===== config.mk =====
export PLATFORM = sky130hd
export DESIGN_NAME = coeff_sequencer
export DESIGN_NICKNAME = d
export VERILOG_FILES = /design/src/rtl/fir_pkg.sv /design/src/rtl/coeff_bank_mem.sv /design/src/rtl/coeff_sequencer.sv
export SDC_FILE = /design/constraint.sdc
export NUM_CORES = 1
export LEC_CHECK = 0
export ABC_CLOCK_PERIOD_IN_PS = 6600
export BUFFER_PORTS_ARGS = -buffer_cell sky130_fd_sc_hd__buf_2
export CAP_MARGIN = 30
export CORE_MARGIN = 8
export CORE_UTILIZATION = 40
export DETAILED_ROUTE_END_ITERATION = 8
export PLACE_DENSITY = 0.61
export SLEW_MARGIN = 20
export SYNTH_ARGS = -nofsm -noshare
export SYNTH_HDL_FRONTEND = slang
export SYNTH_SLANG_ARGS = --single-unit

===== constraint.sdc =====
create_clock -name clock -period 6.6 [get_ports clock]
set_clock_uncertainty 0.05 [all_clocks]
set_input_delay 1.32 -clock clock [delete_from_list [all_inputs] [get_ports clock]]
set_output_delay 1.32 -clock clock [all_outputs]
set_load 0.005 [all_outputs]

===== src/rtl/fir_pkg.sv =====
// Shared defaults and FSM state encoding for the FIR coefficient sequencer.
package fir_pkg;

    localparam int unsigned COEFF_WIDTH_DEF = 8;
    localparam int unsigned NUM_TAPS_DEF    = 8;

    typedef logic [1:0] state_t;

    localparam state_t ST_IDLE = 2'd0;
    localparam state_t ST_RUN  = 2'd1;
    localparam state_t ST_DONE = 2'd2;

endpackage


===== src/rtl/coeff_bank_mem.sv =====
// One coefficient bank: synchronous write, asynchronous read, reset loads
// the descending default table (entry i = NUM_TAPS - i).
module coeff_bank_mem
    import fir_pkg::*;
#(
    parameter int unsigned COEFF_WIDTH = COEFF_WIDTH_DEF,
    parameter int unsigned NUM_TAPS    = NUM_TAPS_DEF,
    parameter int unsigned ADDR_WIDTH  = $clog2(NUM_TAPS)
) (
    input  logic                   clock,
    input  logic                   reset,
    input  logic                   we,
    input  logic [ADDR_WIDTH-1:0]  waddr,
    input  logic [COEFF_WIDTH-1:0] wdata,
    input  logic [ADDR_WIDTH-1:0]  raddr,
    output logic [COEFF_WIDTH-1:0] rdata
);

    logic [COEFF_WIDTH-1:0] mem [NUM_TAPS];

    always_ff @(posedge clock or posedge reset) begin
        if (reset) begin
            for (int i = 0; i < int'(NUM_TAPS); i++) begin
                mem[i] <= COEFF_WIDTH'(int'(NUM_TAPS) - i);
            end
        end else if (we) begin
            mem[waddr] <= wdata;
        end
    end

    assign rdata = mem[raddr];

endmodule


===== src/rtl/coeff_sequencer.sv =====
// Double-banked coefficient sequencer: streams one bank forward or reversed
// while the other bank is rewritten, with deferred bank swap during a run.
module coeff_sequencer
    import fir_pkg::*;
#(
    parameter int unsigned COEFF_WIDTH = COEFF_WIDTH_DEF,
    parameter int unsigned NUM_TAPS    = NUM_TAPS_DEF,
    parameter int unsigned ADDR_WIDTH  = $clog2(NUM_TAPS)
) (
    input  logic                   clock,
    input  logic                   reset,
    input  logic                   en,
    input  logic                   start,
    input  logic                   reverse,
    input  logic                   wr_en,
    input  logic [ADDR_WIDTH-1:0]  wr_addr,
    input  logic [COEFF_WIDTH-1:0] wr_data,
    input  logic                   swap_req,
    output logic [COEFF_WIDTH-1:0] coeff_out,
    output logic                   coeff_valid,
    output logic                   coeff_last,
    output logic [ADDR_WIDTH-1:0]  coeff_addr,
    output logic                   busy,
    output logic                   done,
    output logic                   active_bank,
    output logic                   swap_pending
);

    localparam logic [ADDR_WIDTH-1:0] LAST_IDX  = ADDR_WIDTH'(NUM_TAPS - 1);
    localparam logic [ADDR_WIDTH:0]   TAP_LIMIT = (ADDR_WIDTH + 1)'(NUM_TAPS);

    state_t                 state, state_nxt;
    logic [ADDR_WIDTH-1:0]  idx, idx_nxt;
    logic                   rev, rev_nxt;
    logic                   bank_nxt, pend_nxt;
    logic [COEFF_WIDTH-1:0] out_nxt;
    logic                   valid_nxt, last_nxt, busy_nxt, done_nxt;
    logic [ADDR_WIDTH-1:0]  addr_nxt;
    logic [ADDR_WIDTH-1:0]  end_idx;

    logic                   wr_ok, we0, we1;
    logic [COEFF_WIDTH-1:0] rd_data0, rd_data1, rd_data;

    // Writes use the pre-edge bank select, so a write coinciding with a swap
    // lands in the bank that is about to become active.
    assign wr_ok = wr_en && ({1'b0, wr_addr} < TAP_LIMIT);
    assign we0   = wr_ok && active_bank;
    assign we1   = wr_ok && !active_bank;

    coeff_bank_mem #(
        .COEFF_WIDTH (COEFF_WIDTH),
        .NUM_TAPS    (NUM_TAPS),
        .ADDR_WIDTH  (ADDR_WIDTH)
    ) u_bank0 (
        .clock (clock),
        .reset (reset),
        .we    (we0),
        .waddr (wr_addr),
        .wdata (wr_data),
        .raddr (idx),
        .rdata (rd_data0)
    );

    coeff_bank_mem #(
        .COEFF_WIDTH (COEFF_WIDTH),
        .NUM_TAPS    (NUM_TAPS),
        .ADDR_WIDTH  (ADDR_WIDTH)
    ) u_bank1 (
        .clock (clock),
        .reset (reset),
        .we    (we1),
        .waddr (wr_addr),
        .wdata (wr_data),
        .raddr (idx),
        .rdata (rd_data1)
    );

    assign rd_data = active_bank ? rd_data1 : rd_data0;
    assign end_idx = rev ? '0 : LAST_IDX;

    // Next state and next registered outputs.
    always_comb begin
        state_nxt = state;
        idx_nxt   = idx;
        rev_nxt   = rev;
        bank_nxt  = active_bank;
        pend_nxt  = swap_pending;
        out_nxt   = '0;
        valid_nxt = 1'b0;
        last_nxt  = 1'b0;
        addr_nxt  = '0;

        case (state)
            ST_IDLE: begin
                if (swap_req || swap_pending) begin
                    bank_nxt = ~active_bank;
                    pend_nxt = 1'b0;
                end
                if (start && en) begin
                    state_nxt = ST_RUN;
                    rev_nxt   = reverse;
                    idx_nxt   = reverse ? LAST_IDX : '0;
                end
            end
            ST_RUN: begin
                if (swap_req) begin
                    pend_nxt = 1'b1;
                end
                // The final coefficient is on the outputs; the next cycle is DONE.
                if (coeff_last) begin
                    state_nxt = ST_DONE;
                end else if (en) begin
                    out_nxt   = rd_data;
                    valid_nxt = 1'b1;
                    addr_nxt  = idx;
                    last_nxt  = (idx == end_idx);
                    idx_nxt   = rev ? (idx - ADDR_WIDTH'(1)) : (idx + ADDR_WIDTH'(1));
                end
            end
            ST_DONE: begin
                if (swap_req) begin
                    pend_nxt = 1'b1;
                end
                state_nxt = ST_IDLE;
            end
            default: begin
                state_nxt = ST_IDLE;
            end
        endcase

        busy_nxt = (state_nxt != ST_IDLE);
        done_nxt = (state_nxt == ST_DONE);
    end

    always_ff @(posedge clock or posedge reset) begin
        if (reset) begin
            state        <= ST_IDLE;
            idx          <= '0;
            rev          <= 1'b0;
            active_bank  <= 1'b0;
            swap_pending <= 1'b0;
            coeff_out    <= '0;
            coeff_valid  <= 1'b0;
            coeff_last   <= 1'b0;
            coeff_addr   <= '0;
            busy         <= 1'b0;
            done         <= 1'b0;
        end else begin
            state        <= state_nxt;
            idx          <= idx_nxt;
            rev          <= rev_nxt;
            active_bank  <= bank_nxt;
            swap_pending <= pend_nxt;
            coeff_out    <= out_nxt;
            coeff_valid  <= valid_nxt;
            coeff_last   <= last_nxt;
            coeff_addr   <= addr_nxt;
            busy         <= busy_nxt;
            done         <= done_nxt;
        end
    end

endmodule


==> results of run 1 <==
routing by layer:
| layer | GRT usage (%) | up-vias |
|---|---|---|
| met5 | 0 | - |
| met4 | 4.64 | 0 |
| met3 | 3.46 | 10 |
| met2 | 23.5 | 54 |
| met1 | 20.5 | 2172 |
| li1 | - | 1848 |
layout by cell type (no fill, tap or decap), types with 3 or more instances in the layout:
cell type	synthesis	final
mux4_2	10	10
a22oi_1	7	7
o211ai_1	7	7
clkbuf_16	0	17
buf_2	12	34
dfrtp_1	125	124
clkbuf_8	0	4
nor2_2	6	6
nand2_1	10	10
nand2b_4	3	3
clkbuf_1	8	6
and2_1	3	3
buf_4	4	4
nor2_1	8	8
o21ai_0	22	22
inv_1	10	9
or3_1	4	4
mux2_2	119	119
nand3_1	4	4
mux2i_1	36	36
nor2b_1	8	8
dfstp_2	26	26
mux2_4	16	16
clkinv_2	0	4
ha_1	4	4
a22o_1	7	7
a21oi_1	11	11
power by group through the flow:
stage / clock network (mW) / registers [mW] / logic (mW)
floorplan: 0 / 1.59 / 1.03
global placement: 0 / 1.70 / 1.20
detailed placement: 0 / 1.72 / 1.23
CTS: 0.930 / 1.71 / 1.23
global route: 0.969 / 1.77 / 1.34
finish: 0.910 / 1.71 / 1.22
per-stage QoR:
| step | worst slack, ns | instance area, um^2 | std cells | util, % | total power [mW] |
|---|---|---|---|---|---|
| after floorplan | 1.21 | 7020 | 496 | - | 2.62 |
| after global placement | 3.71 | 7340 | 730 | 42.6 | 2.89 |
| after detailed placement | 3.66 | 7340 | 730 | 42.6 | 2.95 |
| after CTS | 3.83 | 7900 | 762 | 45.8 | 3.87 |
| after global routing | 3.70 | 7930 | 763 | 46.0 | 4.08 |
| final | 3.84 | 7930 | 763 | 46.0 | 3.83 |
kinds of logic (layout without fill, tap and decap cells):
family,Yosys count,after routing,share of synthesized area (%)
adder cells (fa/ha/maj),5,5,0.998
buffers and inverters,39,81,2.83
multiplexers,183,183,31.2
AO/OA/AOI/OAI,60,60,5.42
AND/OR/NAND/NOR,56,56,5.01
flip-flops,151,151,54.3
XOR/XNOR,2,2,0.250
how the worst min path moves through the flow:
stage / depth (start not counted) / slack, ns / endpoint
6_report: 1 / 0.45 / u_bank1.mem[53]
5_1_grt: 1 / 0.47 / u_bank1.mem[57]
4_1_cts: 1 / 0.45 / u_bank1.mem[54]
3_5_place_dp: 1 / 0.44 / u_bank1.mem[53]
3_3_place_gp: 1 / 0.43 / u_bank1.mem[53]
2_1_floorplan: 1 / 0.41 / u_bank1.mem[53]
registers in the layout, indices dropped and copies added, names as in the netlist, 2 cells and up:
| signal | cells |
|---|---|
| state | 2 |
| coeff_addr | 3 |
| idx | 3 |
| coeff_out | 8 |
| u_bank1.mem | 64 |
| u_bank0.mem | 64 |
critical path, delay by kind of cell (launching register included):
kind / cells / cell delay, ns
AO/OA/AOI/OAI: 2 / 0.23
AND/OR/NAND/NOR: 1 / 0.06
flip-flops: 1 / 0.77
adder cells (fa/ha/maj): 1 / 0.44
XOR/XNOR: 1 / 0.20
buffers and inverters: 2 / 0.82
layout make-up:
type / instances / share of cell area [%]
clock buffer: 27 / 6.35
inverter: 10 / 0.537
tap: 225 / 3.55
timing repair buffer: 39 / 2.87
clock inverter: 5 / 0.632
multi-input combinational: 306 / 38.0
sequential: 151 / 48.1
==> results.md, run 1 <==
* Synth top area cells: dfrtp_1 (45%), mux2_2 (19%), dfstp_2 (9.7%)
* Area Overhead vs Synth at 12.9%
* CTS Buf Count at 17
* Clock share of power at between 20% and 30%
* CTS H-tree lvls at 4
* Hold_ws at between 0.4 and 0.5 ns
* Vias per inst at approximately 5.4
* Hold_sp: u_bank1.mem[53]
* Routed wl met3 at 515 um
* # port buffers at 34
* Final antenna-violating net count at 0
* Critical Path Sink: idx[2]
* Total Wirelength at 15600 um
* Peak fanout along the critical path at 37
* Seq/Total Area, Yosys at 54.3%
* Post-synth EDFFs at 0
* YS warnings at 0
* CTS tree: done
* Pin count of the biggest net entering global routing at ~100
* Final setup viols at 0
* Sw power at roughly 1.2 mW
* Async S/R FF share, synth at 100%
* CP required at roughly 7 ns
* WL met1 at roughly 7400 um
* Int Pwr at between 2 and 3 mW
* Inserted Diodes at 0
* Worst r2r path cells at 7
* Total clock sinks at 151
* Die area at between 20000 and 25000 um^2
* Crit path DAT at 3.00 ns
* Syn_area_per_cell at between 10 and 15 um^2
* Clock transition at the registers of the reported paths at about 0.06 ns
* Crit. Startpoint: idx[1]
* Main synth FF type: dfrtp_1
* Most instantiated library cell after synthesis: dfrtp_1
* Num ports at 35
* Worst setup path class: reg2reg
* Fillers at about 1.5k
* Pwr Density at 484 nW/um^2
* Period utilisation layout at 41.9%
* Drt wl/cell at around 20 um
* Fin nets at approximately 550
* Worst path cell trace: buf_4 > inv_1 > fa_1 > xnor2_1 > nor2b_1 > o21ai_0 > o21ai_0
* Max-slew headroom at between 40% and 50%
* Synthesized cell area at about 7000 um^2
* Hold crit path type: reg2reg
* Core footprint at 17200 um^2
* Total GRT Usage at between 15 and 20%
* Startpoint Class: flip-flop
* Initial core utilization at 40.7%
* Most frequent cells after synthesis: dfrtp_1 (125), mux2_2 (119), mux2i_1 (36)
* Root buf cell: clkbuf_16
* Vias at 4084
* Post-CTS setup buffers at 0
* Count of pins over their slew limit at 0
* Post-synth top area cell: dfrtp_1
* Reg2reg start: idx[1]
* Slowest stage delay, CP at approximately 0.77 ns
* First-pass GRT wire length at between 20000 and 30000 um
* Total of max-cap violations at 0
* Gpl congestion at about 0.79
* Seq cells post-synth at about 150
* Footprint of the multi-input gates at around 3000 um^2
* Synth top area share at 44.6%
* Status: completed
* Worst-Margin Slew at between 0.8 and 0.9 ns
* Vias in the first global route at around 4.4k
* Worst skew pair latency at around 0.43 ns
* Tmin final at roughly 2.8 ns
* Post-CTS Resized at 0
* Max clock buf depth at 2
* Synth cell types at 42
* Leak Pwr at about 3.6 nW
* Met2 WL at approximately 7600 um
* Power share of the sequential group at 44.5%
* Cell row count at 48
* Worst vdd ir at around 210 uV
* HPWL after DPL at ~10000 um
* Critical path endpoint category: flip-flop
* Die Y at 148 um
* R2r endpoint: idx[2]
* Setup TNS at 0 ns
* Crit path top cell by count: o21ai_0
* R2R Setup Slk at 3.84 ns
* Uppermost layer routed: met4
* RSZ-0062 raised after global routing: no
* Slowest CP cell: dfrtp_2
* Layout cells sized above 1 at 47.0%
* Register area at around 3800 um^2
* # DRC at 0
* Synth Instances at just under 500
* Initial antenna violation count at 0
* Final hold vios at 0
* Hold_buf cts at 0
* Pre-antenna DRT Iters at 4
* Combinational Power Share at about a third
* Sw Share at ~30%
* Die Span X at 148 um
* Total grt overflow at 0
* Fmax at 362 MHz
* Net Count, Synth at roughly 520
* DR iter-0 viols at ~230
Power figures use the tool's default switching activity.
==> run 2, diff against run 1 <==
ABC_AREA = 1   (was not set)
ABC_CLOCK_PERIOD_IN_PS = 2500   (was 6600)
PLACE_DENSITY = 0.63   (was 0.61)
clock period = 2.5 ns   (was 6.6 ns; I/O delays follow)
==> results.md, run 2 <==
* Net Count, Synth at 944 (+82%)
* Seq/Total Area, Yosys at 52.9% (-1.4 points)
* Register area at 3810 um^2 (unchanged)
* Buf+Inv Stages, Crit Path at 2 (unchanged)
* Delay-heaviest family, CP: flip-flops
* CP required at 1.95 ns (-4.89 ns)
* Largest regs: u_bank0.mem: 64 flops, u_bank1.mem: 64 flops, coeff_out: 8 flops
* Max clock buf depth at 2 (unchanged)
* Main synth FF type: dfrtp_1
* Max-slew headroom at 53.1% (+9.9 points)
* CTS tree: done
* CTS H-tree lvls at 4 (unchanged)
* Fin nets at 960 (+75%)
* Total GRT Usage at 18.4% (+3.3 points)
* Vias at 5883 (+44%)
* Crit path depth at 2 (-5)
* HPWL after DPL at 12500 um (+21%)
* Vias per inst at 4.99 (-6.9%)
* Fillers at 1779 (+17%)
* Drt wl/cell at 16.6 um (-19%)
* Async S/R FF share, synth at 100% (unchanged)
* Worst skew pair latency at 0.42 ns (about the same)
* YS warnings at 0 (unchanged)
* Worst r2r path cells at 8 (+1)
* Initial core utilization at 40.4% (-0.36 points)
* Most instantiated library cell after synthesis: nand2_1
* PnR worst setup slack at 0.653 ns (-3.18 ns)
* Post-CTS Resized at 0 (unchanged)
* Core footprint at 17800 um^2 (+3.5%)
* Count of pins over their slew limit at 0 (unchanged)
* Startpoint Class: flip-flop
* Layout cells sized above 1 at 12.6% (-34 points)
* Clock transition at the registers of the reported paths at 0.06 ns (about the same)
* Final antenna-violating net count at 0 (unchanged)
* Crit path DAT at 1.30 ns (-1.70 ns)
* Total Wirelength at 19500 um (+25%)
* Worst path cell trace: buf_4 > buf_2
* Period utilisation layout at around three quarters
* Die Span X at 150 um (+1.1%)
* Num ports at 35 (unchanged)
* RSZ-0062 raised after global routing: no
* Pin count of the biggest net entering global routing at 97 (-5.8%)
* Most frequent cells after synthesis: nand2_1 (301), o21ai_0 (126), dfrtp_1 (125)
* Reg2reg start: idx[0]
* Final total power at 11.0 mW (+190%)
* Pre-antenna DRT Iters at 5 (+1)
* Final hold vios at 0 (unchanged)
* Root buf cell: clkbuf_16
* Synthesized cell area at 7200 um^2 (+2.6%)
* Worst vdd ir at 692 uV (+220%)
* CTS Buf Count at 17 (unchanged)
* DR iter-0 viols at 577 (+150%)
* # port buffers at 34 (unchanged)
* Critical path endpoint category: primary output
* Seq cells post-synth at 151 (unchanged)
* Gpl congestion at 0.827 (+4.3%)
* Hold_buf cts at 0 (unchanged)
* Cell row count at 49 (+2.1%)
* Hold crit path type: in2async
* Synth top area share at 43.4% (-1.1 points)
* Pre-CTS setup slack at 0.651 ns (-3.01 ns)
* Total grt overflow at 0 (unchanged)
* Worst setup path class: reg2out
* Utilization after layout at 45.4% (-0.59 points)
* Commonest non-fill, non-tap cells in the layout: nand2_1 (301), o21ai_0 (126), dfrtp_1 (124)
* Peak fanout along the critical path at 7 (-81%)
* Post-synth EDFFs at 0 (unchanged)
* Area Overhead vs Synth at 12.5%
* Leak Pwr at 4.06 nW (+13%)
* Setup TNS at 0 ns (unchanged)
* Post-CTS setup buffers at 0 (unchanged)
* Synth cell types at 27 (-36%)
* Synth Instances at 921 (+86%)
* Pwr Density at 1350 nW/um^2 (+180%)
* Vias in the first global route at 5640 (+28%)
* Syn_area_per_cell at 7.82 um^2 (-45%)
* Slowest CP cell: dfrtp_1
* First-pass GRT wire length at 31600 um (+25%)
* Total of max-cap violations at 0 (unchanged)
* Tmin final at about 1.8 ns
* Worst-Margin Slew at 0.704 ns (-0.145 ns)
* Commonest non-fill, non-tap cell in the layout: nand2_1
* Footprint of the multi-input gates at 2690 um^2 (-10%)
* Synth top area cells: dfrtp_1 (43%), nand2_1 (16%), dfstp_2 (9.5%)
* Die area at 22500 um^2 (+2.3%)
* Crit. Startpoint: active_bank
* Die Y at 150 um (+1.1%)
* Status: completed
* Initial antenna violation count at 2 (+2)
* Post-synth top area cell: dfrtp_1
* Slowest stage delay, CP at 0.52 ns (-0.25 ns)
* Final setup viols at 0 (unchanged)
* # DRC at 0 (unchanged)
* Total clock sinks at 151 (unchanged)
* Fmax at 541 MHz
==> run 2: changes by cell type after synthesis, sizes merged, moves of 10 or more <==
cell | previous run | this run
mux2 | 137 | 0
nand3 | 4 | 91
buf | 21 | 37
o21ai | 22 | 134
mux2i | 36 | 0
nand2 | 12 | 302
inv | 10 | 110
mux4 | 10 | 0
nor2 | 14 | 53
==> run 2: power by group <==
part	switching, mW	internal (mW)
clock network	0.980	1.51
logic	2.69	1.45
registers	0.566	3.77
==> run 2: metal layers <==
layer / wire length, um / vias up / global-route usage [%] / part of all wire [%]
met3: 1250 / 23 / 4.12 / 6.4
met5: 24 / - / 0 / 0.12
li1: - / 2913 / - / -
met2: 8580 / 163 / 27.5 / 44
met4: 308 / 4 / 6.85 / 1.6
met1: 9370 / 2780 / 25.7 / 48
==> run 2: worst paths after layout <==
| kind | to | slack, ns |
|---|---|---|
| max | active_bank | 0.65 |
| min | u_bank0.mem[40] | 0.14 |
| max reg2reg | coeff_out[5] | 0.73 |
| min reg2reg | u_bank1.mem[1] | 0.43 |
| max in group asynchronous | idx[0] | 1.61 |
| min in group clock | coeff_valid | 0.29 |
==> run 2: logic make-up after synthesis <==
group | synth area share (%)
buffers and inverters | 9.65
adder cells (fa/ha/maj) | 0.973
AO/OA/AOI/OAI | 10.7
AND/OR/NAND/NOR | 25.7
flip-flops | 52.9
XOR/XNOR | 0.122
==> run 2: layout make-up <==
cell class                 count  area share (%)
timing repair buffer          49            3.80
sequential                   151            47.1
multi-input combinational    607            33.3
clock inverter                10            1.30
tap                          229            3.54
clock buffer                  22            5.73
inverter                     111            5.25
antenna                        1          0.0309
==> run 2: stage by stage <==
step | cell area (um^2) | hold slack [ns] | cells
CTS | 8100 | 0.198 | 1179
global placement | 7530 | 0.416 | 1147
global route | 8100 | 0.215 | 1179
detailed placement | 7530 | 0.420 | 1147
finish | 8100 | 0.145 | 1180
floorplan | 7200 | 0.403 | 921
==> run 2: worst reg2reg max path: stages, from the launching register on <==
cell and delay [ns]:
dfrtp_2 0.44, inv_2 0.10, buf_4 0.33, nand2_1 0.13
nand2_1 0.13, nand2_1 0.07, nand3_1 0.09, nand3_1 0.12
a21oi_1 0.23
==> run 3, diff against run 2 <==
ABC_AREA = 0   (was 1)
ABC_CLOCK_PERIOD_IN_PS = 1800   (was 2500)
PLACE_DENSITY = 0.61   (was 0.63)
clock period = 1.8 ns   (was 2.5 ns; I/O delays follow)
==> results.md, run 3 (synthesis results as in run 1) <==
* Worst setup path class: reg2reg
* Total clock sinks at 151 (unchanged)
* Initial antenna violation count at 0 (-2)
* Slowest CP cell: or3_1
* # port buffers at 34 (unchanged)
* Vias per inst at 5.30 (+6.3%)
* Fin nets at 582 (-39%)
* Leak Pwr at 3.83 nW (-5.5%)
* Pwr Density at 1760 nW/um^2 (+30%)
* Period utilisation layout at between 90% and 100%
* Max clock buf depth at 2 (unchanged)
* CTS tree: done
* Core footprint at 17200 um^2 (-3.4%)
* Crit path DAT at 1.98 ns (+0.68 ns)
* Total GRT Usage at 15.3% (-3.1 points)
* Tmin final at around 1.7 ns
* Clock share of power at 24.0% (+1.3 points)
* Root buf cell: clkbuf_16
* HPWL after DPL at 11000 um (-12%)
* Initial core utilization at 40.7% (+0.36 points)
* Buf+Inv Stages, Crit Path at 0 (-2)
* Post-CTS setup buffers at 0 (unchanged)
* Hold crit path type: in2reg
* Max-slew headroom at 73.6% (+21 points)
* Clock transition at the registers of the reported paths at 0.06 ns (about the same)
* DP Area at 7820 um^2 (+4.0%)
* Delay-heaviest family, CP: simple AND/OR/NAND/NOR gates
* Power share of the sequential group at 41.1% (+1.5 points)
* Die Y at 148 um (-1.1%)
* First-pass GRT wire length at 25700 um (-19%)
* Total of max-cap violations at 0 (unchanged)
* Total Wirelength at 16000 um (-18%)
* Post-Layout Inst Area at 8460 um^2 (+4.5%)
* Num ports at 35 (unchanged)
* Commonest non-fill, non-tap cell in the layout: dfrtp_1
* Critical path endpoint category: flip-flop
* Vias at 4224 (-28%)
* Commonest non-fill, non-tap cells in the layout: dfrtp_1 (124), mux2_2 (119), mux2i_1 (36)
* Worst path cell trace: nand2b_4 > or3_1 > mux2_1
* Pre-antenna DRT Iters at 4 (-1)
* Fmax at around 580 MHz
* Largest regs: u_bank0.mem: 64 flops, u_bank1.mem: 64 flops, coeff_out: 8 flops
* Vias in the first global route at 4670 (-17%)
* Pin count of the biggest net entering global routing at 66 (-32%)
* Gpl congestion at 0.804 (-2.8%)
* CTS H-tree lvls at 4 (unchanged)
* Setup TNS at 0 ns (unchanged)
* Die Span X at 148 um (-1.1%)
* Count of pins over their slew limit at 0 (unchanged)
* Slowest stage delay, CP at 0.50 ns (-0.02 ns)
* Worst-Margin Slew at 0.395 ns (-0.309 ns)
* CP required at 2.06 ns (+0.11 ns)
* Area Overhead vs Synth at 20.6%
* Combinational Power Share at 34.9% (-2.8 points)
* Startpoint Class: flip-flop
* Worst vdd ir at 857 uV (+24%)
* Drt wl/cell at 20.1 um (+22%)
* CTS Buf Count at 17 (unchanged)
* Layout cells sized above 1 at 51.7% (+39 points)
* # DRC at 0 (unchanged)
* Die area at 22000 um^2 (-2.3%)
* Final hold vios at 0 (unchanged)
* Inserted Diodes at 0 (-1)
* Sw Share at 29.7% (-8.9 points)
* Total grt overflow at 0 (unchanged)
* Sw power at 4.42 mW (+4.5%)
* Cell row count at 48 (-2.0%)
* Peak fanout along the critical path at 8 (+1)
* Worst skew pair latency at 0.42 ns (about the same)
* Int Pwr at 10.5 mW (+55%)
* Final antenna-violating net count at 0 (unchanged)
* DR iter-0 viols at 173 (-70%)
* Final setup viols at 0 (unchanged)
* Status: completed
-- run 3: cell count changes in the layout (fill, tap and decap cells not counted), moves of 8 or more --
| cell | before | now |
|---|---|---|
| o21ai_2 | 8 | 0 |
| mux2_2 | 0 | 119 |
| mux2_4 | 0 | 16 |
| nor2_1 | 53 | 8 |
| inv_1 | 105 | 9 |
| mux4_2 | 0 | 10 |
| mux2i_1 | 0 | 36 |
| o21ai_0 | 126 | 19 |
| buf_12 | 2 | 18 |
| nand2_1 | 301 | 10 |
| nand3_1 | 91 | 4 |
-- run 3: final timing paths --
check / start / to / slack [ns] / depth (start not counted)
worst min-delay path: reverse / rev / 0.18 / 3
worst min register to register: u_bank1.mem[15] / u_bank1.mem[15] / 0.45 / 1
min in group asynchronous: reset / u_bank0.mem[51] / 0.39 / 3
max in group asynchronous: reset / u_bank1.mem[50] / 0.67 / 4
worst max register to register: active_bank / u_bank1.mem[53] / 0.08 / 3
worst max-delay path: active_bank / u_bank1.mem[53] / 0.08 / 3
-- run 3: routing by layer --
metal | wire (um) | up-vias | track usage [%]
li1 | - | 1926 | -
met1 | 7390 | 2216 | 19.3
met2 | 7890 | 62 | 25.1
met3 | 460 | 20 | 3.62
met4 | 299 | 0 | 5.66
met5 | 0 | - | 0
-- run 3: timing repair --
item,in CTS,in global routing
hold buffers,1,0
setup endpoints to repair,1,9
pin swaps,0,1
gates resized for setup,1,10
endpoints found under the hold margin,7,0
-- run 3: through the flow --
stage / power, mW / hold slack (ns) / worst slack [ns] / std cells / utilization (%)
after floorplan: 9.64 / 0.414 / -0.492 / 496 / -
after global placement: 11.0 / 0.287 / 0.0249 / 764 / 45.4
final: 14.9 / 0.180 / 0.0781 / 797 / 49.1
after CTS: 14.9 / 0.155 / 0.0447 / 797 / 48.9
after global routing: 15.7 / 0.183 / -0.00408 / 797 / 49.1
after detailed placement: 11.3 / 0.293 / -0.0263 / 764 / 45.4
-- run 3: tightest hold or removal path: cells and delay by family --
kind / cells / cell delay (ns)
buffers and inverters: 2 / 0.17
AOI/OAI and AO/OA: 1 / 0.08
-- run 3: area by class of cell --
type / count / area [um^2]
multi-input cells: 306 / 3040
fillers: 1487 / 8770
inverters: 10 / 41.3
flip-flops and latches: 151 / 3810
repair buffers: 73 / 694
clock inverters: 7 / 92.6
well taps: 225 / 282
clock buffers: 25 / 505
-- run 3: power by group through the flow --
stage	registers [mW]	logic [mW]	clock network, mW
finish	6.11	5.19	3.58
global route	6.31	5.64	3.79
CTS	6.12	5.18	3.64
detailed placement	6.17	5.14	0
global placement	6.06	4.99	0
floorplan	5.82	3.82	0
